[src/rtl/bit_serializer_pkg.sv]
// rtl/bit_serializer_pkg.sv - shared state encoding and sizing helper for bit_serializer
package ser_pkg;

    typedef enum logic [1:0] {
        S_IDLE   = 2'd0,
        S_SHIFT  = 2'd1,
        S_PARITY = 2'd2
    } ser_state_t;

    // Width of the bit counter; floors at 1 so a degenerate WIDTH still yields a legal vector.
    function automatic int cnt_width(input int width);
        return (width < 2) ? 1 : $clog2(width);
    endfunction

endpackage

[src/rtl/bit_serializer_if.sv]
// rtl/bit_serializer_if.sv - parallel word valid/ready handshake feeding bit_serializer
interface bit_serializer_if #(
    parameter int WIDTH = 8
);
    logic [WIDTH-1:0] data_in;
    logic             data_valid;
    logic             data_ready;

    modport master (
        output data_in,
        output data_valid,
        input  data_ready
    );

    modport slave (
        input  data_in,
        input  data_valid,
        output data_ready
    );
endinterface

[src/rtl/bit_serializer.sv]
// rtl/bit_serializer.sv - MSB-first parallel-to-serial front end; SERIALIZER_PARITY_EN appends an even-parity bit
module bit_serializer
    import ser_pkg::*;
#(
    parameter int   WIDTH    = 8,
    parameter logic IDLE_BIT = 1'b0
) (
    input  logic             clock,
    input  logic             reset,
    bit_serializer_if.slave  up,
    output logic             out,
    output logic             out_valid,
    output logic             busy
);

    localparam int             CW       = cnt_width(WIDTH);
    localparam logic [CW-1:0]  LAST_CNT = CW'(WIDTH - 1);

    ser_state_t       state_q;
    ser_state_t       state_d;
    logic [WIDTH-1:0] shreg_q;
    logic [CW-1:0]    bit_cnt_q;
    logic             out_q;
    logic             out_valid_q;
    logic             ready;
    logic             last_bit;
    logic             accept;
`ifdef SERIALIZER_PARITY_EN
    logic             parity_q;
`endif

    assign last_bit = (bit_cnt_q == LAST_CNT);
    assign accept   = up.data_valid && ready;

    always_ff @(posedge clock or negedge reset) begin
        if (!reset) begin
            state_q <= S_IDLE;
        end else begin
            state_q <= state_d;
        end
    end

    always_comb begin
        state_d = state_q;
        case (state_q)
            S_IDLE: begin
                if (accept) begin
                    state_d = S_SHIFT;
                end
            end
            S_SHIFT: begin
                if (last_bit) begin
`ifdef SERIALIZER_PARITY_EN
                    state_d = S_PARITY;
`else
                    state_d = accept ? S_SHIFT : S_IDLE;
`endif
                end
            end
            S_PARITY: begin
                state_d = accept ? S_SHIFT : S_IDLE;
            end
            default: begin
                state_d = S_IDLE;
            end
        endcase
    end

    // Ready depends only on state and counter so upstream never sees a valid->ready loop.
    always_comb begin
        ready = 1'b0;
        busy  = (state_q != S_IDLE);
        case (state_q)
            S_IDLE:   ready = 1'b1;
`ifdef SERIALIZER_PARITY_EN
            S_SHIFT:  ready = 1'b0;
`else
            S_SHIFT:  ready = last_bit;
`endif
            S_PARITY: ready = 1'b1;
            default:  ready = 1'b0;
        endcase
    end

    // shreg_q holds the bits still to be sent; out_q already carries the current one.
    always_ff @(posedge clock or negedge reset) begin
        if (!reset) begin
            shreg_q     <= '0;
            bit_cnt_q   <= '0;
            out_q       <= IDLE_BIT;
            out_valid_q <= 1'b0;
`ifdef SERIALIZER_PARITY_EN
            parity_q    <= 1'b0;
`endif
        end else if (accept) begin
            shreg_q     <= {up.data_in[WIDTH-2:0], 1'b0};
            bit_cnt_q   <= '0;
            out_q       <= up.data_in[WIDTH-1];
            out_valid_q <= 1'b1;
`ifdef SERIALIZER_PARITY_EN
            parity_q    <= ^up.data_in;
`endif
        end else begin
            case (state_q)
                S_SHIFT: begin
                    if (!last_bit) begin
                        shreg_q     <= {shreg_q[WIDTH-2:0], 1'b0};
                        bit_cnt_q   <= bit_cnt_q + 1'b1;
                        out_q       <= shreg_q[WIDTH-1];
                        out_valid_q <= 1'b1;
                    end else begin
`ifdef SERIALIZER_PARITY_EN
                        out_q       <= parity_q;
                        out_valid_q <= 1'b1;
`else
                        out_q       <= IDLE_BIT;
                        out_valid_q <= 1'b0;
`endif
                    end
                end
                default: begin
                    out_q       <= IDLE_BIT;
                    out_valid_q <= 1'b0;
                end
            endcase
        end
    end

    assign up.data_ready = ready;
    assign out           = out_q;
    assign out_valid     = out_valid_q;

endmodule

[src/flat_wrapper.sv]
// flat-port wrapper written by rule: the top's interface ports become plain ports
module bit_serializer_flat import ser_pkg::*;
#(
    parameter int   WIDTH    = 8,
    parameter logic IDLE_BIT = 1'b0
)
  (clock, reset, out, out_valid, busy, up_data_in, up_data_valid, up_data_ready);
  bit_serializer_if #(.WIDTH(WIDTH)) up_i ();
  input  logic clock;
  input  logic reset;
  output logic out;
  output logic out_valid;
  output logic busy;
  input wire logic [$bits(up_i.data_in)-1:0] up_data_in;
  input wire logic [$bits(up_i.data_valid)-1:0] up_data_valid;
  output wire logic [$bits(up_i.data_ready)-1:0] up_data_ready;
  assign up_i.data_in = up_data_in;
  assign up_i.data_valid = up_data_valid;
  assign up_data_ready = up_i.data_ready;
  bit_serializer #(.WIDTH(WIDTH), .IDLE_BIT(IDLE_BIT)) u_core (.clock(clock), .reset(reset), .up(up_i), .out(out), .out_valid(out_valid), .busy(busy));
endmodule
[config.mk]
export PLATFORM = sky130hd
export DESIGN_NAME = bit_serializer_flat
export DESIGN_NICKNAME = d
export VERILOG_FILES = /design/src/rtl/bit_serializer_pkg.sv /design/src/rtl/bit_serializer_if.sv /design/src/rtl/bit_serializer.sv /design/src/flat_wrapper.sv
export SDC_FILE = /design/constraint.sdc
export NUM_CORES = 1
export LEC_CHECK = 0
export CELL_PAD_IN_SITES_DETAIL_PLACEMENT = 1
export CELL_PAD_IN_SITES_GLOBAL_PLACEMENT = 2
export CORE_AREA = 2 2 57 43
export CTS_CLUSTER_DIAMETER = 100
export DETAILED_ROUTE_END_ITERATION = 12
export DIE_AREA = 0 0 59 45
export HOLD_SLACK_MARGIN = 0.02
export PLACE_DENSITY = 0.78
export SYNTH_ARGS = -nofsm -noshare
export SYNTH_HDL_FRONTEND = slang
export SYNTH_SLANG_ARGS = --single-unit
export TNS_END_PERCENT = 30
[constraint.sdc]
create_clock -name clock -period 2.05 [get_ports clock]
set_input_delay 0.5125 -clock clock [delete_from_list [all_inputs] [get_ports clock]]
set_output_delay 0.5125 -clock clock [all_outputs]
set_load 0.02 [all_outputs]
-- After elaboration in Yosys (flattened, before gate mapping)
Cells that the tools add are included.
- add/sub/neg operators: 1
- equality and inequality tests: 6
- mux-type cells: 17
- reduce and logical (&&, ||, !) cells: 7
- operators by type and width (operator ; count):
    2-to-1 mux 8 bit ; 3
    2-to-1 mux 3 bit ; 3
    2-to-1 mux 1 bit ; 7
    case mux 2 bit (3 select lines) ; 1
    2-to-1 mux 2 bit ; 2
    != test 2 x 1 -> 1 bit, second input constant ; 2
    AND reduction 2 bit ; 2
    nonzero test 2 bit ; 2
    adder 3 x 1 -> 3 bit, second input constant ; 1
    equality test 3 bit, second input constant ; 1
    equality test 2 x 1 -> 1 bit, second input constant ; 1
    equality test 2 bit, second input constant ; 1
    logical NOT 2 bit ; 1
    != test 2 bit, second input constant ; 1
    case mux 1 bit (2 select lines) ; 1
    OR reduction 2 bit ; 1
    logical AND 1 bit ; 1
- register bits after elaboration: 15
- input port bits: 11
- output and inout port bits: 4
- logic and storage cells: 36

-- Depth between registers and ports, before layout
- depth after elaboration: 7
- depth in mapped cells: 5
- mapped depth without buffers: 4

-- Worst setup path before layout
No wires, ideal clock.
- path type: register to output
- start point: reg u_core.bit_cnt_q[0]
- end point: out up_data_ready
- arrival time: 1.076 ns
- required time: 1.537 ns
- setup slack: 0.461 ns
- stages on the path, launching flop included: 5
- buffers on the path: 1
- cells stage by stage: dfrtp_1 ha_1 ha_1 nand2b_4 buf_4
- cells in the longest elaborated chain, start to end: 2
- RTL lines (element ; line ; source):
    start, declared ; bit_serializer.sv:22 ; logic [CW-1:0] bit_cnt_q;
    start signal, assigned ; bit_serializer.sv:108 ; bit_cnt_q <= bit_cnt_q + 1'b1;
    equality test 3 bit ; bit_serializer.sv:32 ; assign last_bit = (bit_cnt_q == LAST_CNT);
    case mux 1 bit (2 select lines) ; bit_serializer.sv:73 ; case (state_q)
    end, declared ; flat_wrapper.sv:16 ; output wire logic [$bits(up_i.data_ready)-1:0] up_data_ready;
Every way passes these cells.

-- Worst setup path in the final report
Ends and elaborated chain as after synthesis.

==> results.py <==
metrics = {
    "status": {
        "status": "finished clean",
    },
    "cts": {
        "cts_tree": "built",
        "ctsHoldBuffers": 0,
        "ctsRootBufferMaster": "clkbuf_4",
        "cts_buffer_depth": 2,
        "cts_max_level": 1,
        "clkTransAtPathRegs_ns": 0.08,
        "clock_latency_ns": 0.27,
        "clkSinkCount": 13,
        "cts_buffers": 3,
        "post-cts-setup-buffers": 0,
    },
    "timing": {
        "period_needed_ns": 1.85,
        "layout_setup_ws_ns": 0.196,
        "grt_setup_unrepaired": "no",
        "fmax_ghz": 0.539,
        "drv_slew": 0,
        "fin_skew_ns": 0.00306,
        "finalSetupTns_ns": 0,
        "timing.final.hold_violations": 0,
        "worst_slew_pin_slew_ns": 0.590,
        "relSlewSlack": 0.605,
        "period_share": 0.904,
        "setup_viol_count_final": 0,
    },
    "place": {
        "post-place-ws_ns": 0.105,
        "port_buffers": 14,
        "hpwl_um": 789,
        "gp_congestion": 0.604,
        "dp.cells": 81,
    },
    "worst_setup_path": {
        "worstReg2RegStart": "u_core.bit_cnt_q[0]$_DFFE_PN0P_",
        "r2r_slack_ns": 0.52,
        "max_stage_delay_ns": 0.40,
        "critPathTopFamily": "flip-flops",
        "cpMostUsedCell": "ha_1",
        "critical_path.slowest_cell": "dfrtp_1",
        "cp-end-kind": "primary output",
        "path_class": "flip-flop to primary output",
        "startpoint_type": "flip-flop",
        "cp_cell_sequence": "ha_1, ha_1, nand2b_4, clkbuf_2",
        "cp.arrival_ns": 1.34,
        "required_ns": 1.54,
        "crit_fanout": 3,
        "rr_endpoint": "u_core.shreg_q[5]$_DFFE_PN0P_",
        "reg2regPathDepth": 5,
        "critPathBufInv": 1,
    },
    "power": {
        "power.density_mw_per_mm2": 1240,
        "p_switching_mw": 0.312,
        "power_frac_clock": 0.154,
        "vdd_drop_max_v": 0.000519,
        "sequentialPowerShare": 0.401,
        "swShare": 0.304,
        "combPwrFrac": 0.445,
        "power.internal_mw": 0.713,
        "p_leak_nw": 0.375,
    },
    "die": {
        "die_w_um": 59,
        "dieArea_sq_mm": 0.00266,
        "core_sq_mm": 0.00207,
        "start_util": 0.309,
        "fp.dieH_um": 45,
        "rows": 14,
        "num_io_pins": 15,
    },
    "min_path": {
        "holdPathEnd": "u_core.bit_cnt_q[0]$_DFFE_PN0P_",
        "min_from": "u_core.bit_cnt_q[0]$_DFFE_PN0P_",
        "hold_path_depth": 1,
        "hp-class": "flip-flop to flip-flop",
    },
    "drt": {
        "drt_iter0_drc": 1,
        "vias": 380,
        "drt.antenna.violating_nets": 0,
        "dr.pass1.iters": 2,
        "routedWlPerCell_um": 12.8,
        "vias_per_cell": 4.47,
        "wl_um": 1090,
        "drcViolationCount": 0,
    },
    "finish": {
        "mostFrequentLayoutCells": "clkdlybuf4s50_1 (13), dfrtp_1 (13), mux2_2 (9)",
        "fin_cells": 85,
        "areaGrowthSynthToFinish_pct": 29.4,
        "fillerInstances": 230,
        "nets": 75,
        "n_antenna_cell": 0,
        "layout-drive-gt1-share": 0.361,
    },
    "job": {
        "cap_viol_max_count": 0,
    },
    "synthesis": {
        "synth_area_sq_um": 639,
        "syn_area_per_cell_sq_um": 14.9,
        "synth-seq-area-share": 0.509,
        "synth_cells": 43,
        "yosys.cell_types.count": 13,
        "synth-seq-cells": 13,
        "yosysWarnings": 0,
        "syn-num-nets": 56,
    },
    "global_routing": {
        "grt.overflow.total": 0,
        "grt_pass1_wl_um": 1890,
        "grt.total_usage": 0.0991,
        "grt_max_degree": 14,
        "first_global_vias": 408,
        "grt_antenna_before_repair": 0,
    },
}
final cells by class:
class	count	area, sq um	area share
flip-flops and latches	13	325	0.393
multi-input cells	27	292	0.352
well taps	24	30.0	0.0363
inverters	1	3.75	0.00454
repair buffers	16	150	0.182
clock buffers	4	26.3	0.0318
through the flow:
| step | total power, mW | hold slack (ns) | utilization | area, sq um |
|---|---|---|---|---|
| final | 1.02 | 0.504 | 0.400 | 827 |
| after global routing | 1.11 | 0.540 | 0.400 | 827 |
| after CTS | 1.05 | 0.510 | 0.402 | 831 |
| after detailed placement | 0.895 | 0.491 | 0.390 | 806 |
| after global placement | 0.881 | 0.469 | 0.390 | 806 |
| after floorplan | 0.750 | 0.217 | - | 639 |
state kept, by name, summed over array words and instances, names as in the netlist:
| signal | count |
|---|---|
| u_core.state_q | 1 |
| u_core.bit_cnt_q | 3 |
| u_core.out_valid | 1 |
| u_core.out | 1 |
| u_core.shreg_q | 7 |
synth_stat cells (all sizes together):
library cell | count | area share
mux2 | 15 | 0.30
dfrtp | 13 | 0.51
nand2b | 4 | 0.051
buf | 2 | 0.029
ha | 2 | 0.039
mux2i | 2 | 0.031
nor2b | 2 | 0.020
and2 | 1 | 0.0098
inv | 1 | 0.0059
nand2 | 1 | 0.0059
per-layer routing:
| metal | global-route usage | wire length (um) |
|---|---|---|
| met1 | 0.122 | 484 |
| met2 | 0.153 | 514 |
| met3 | 0.0516 | 88 |
| met4 | 0.0273 | 0 |
| met5 | 0 | 0 |
timing repair:
item | 4_1_cts | 5_1_grt
setup endpoints to repair | 1 | 1
gates cloned | 0 | 0
hold endpoints to repair | 0 | 0
resized for setup | 1 | 2
kinds of logic (layout without fill, tap and decap cells):
group,after synthesis,after routing,share of synthesized area
buffers and inverters,3,21,0.0352
multiplexers,17,17,0.331
flip-flops,13,13,0.509
AND/OR/NAND/NOR,8,8,0.0861
adder cells (fa/ha/maj),2,2,0.0391
how the worst max path moves through the flow:
stage	startpoint	to	slack, ns	cells past startpoint
after floorplan	u_core.bit_cnt_q[0]$_DFFE_PN0P_	up_data_ready	0.46	4
after global placement	u_core.bit_cnt_q[0]$_DFFE_PN0P_	up_data_ready	0.13	4
after detailed placement	u_core.bit_cnt_q[0]$_DFFE_PN0P_	up_data_ready	0.11	4
after CTS	u_core.bit_cnt_q[0]$_DFFE_PN0P_	up_data_ready	0.008	4
after global routing	u_core.bit_cnt_q[0]$_DFFE_PN0P_	up_data_ready	0.13	4
final	u_core.bit_cnt_q[0]$_DFFE_PN0P_	up_data_ready	0.20	4
worst register-to-register path, cell delays in order (launching register included):
cell,delay (ns)
dfrtp_1,0.40
ha_1,0.21
ha_1,0.18
nand2b_4,0.14
buf_4,0.19
mux2_4,0.31
power groups by stage:
stage | clock, mW | sequential, mW | combinational [mW]
2_1_floorplan | 0 | 0.431 | 0.319
3_3_place_gp | 0 | 0.412 | 0.468
3_5_place_dp | 0 | 0.418 | 0.477
4_1_cts | 0.168 | 0.412 | 0.470
5_1_grt | 0.177 | 0.425 | 0.504
6_report | 0.158 | 0.410 | 0.456
No activity file was read; power rests on OpenSTA's default activity.
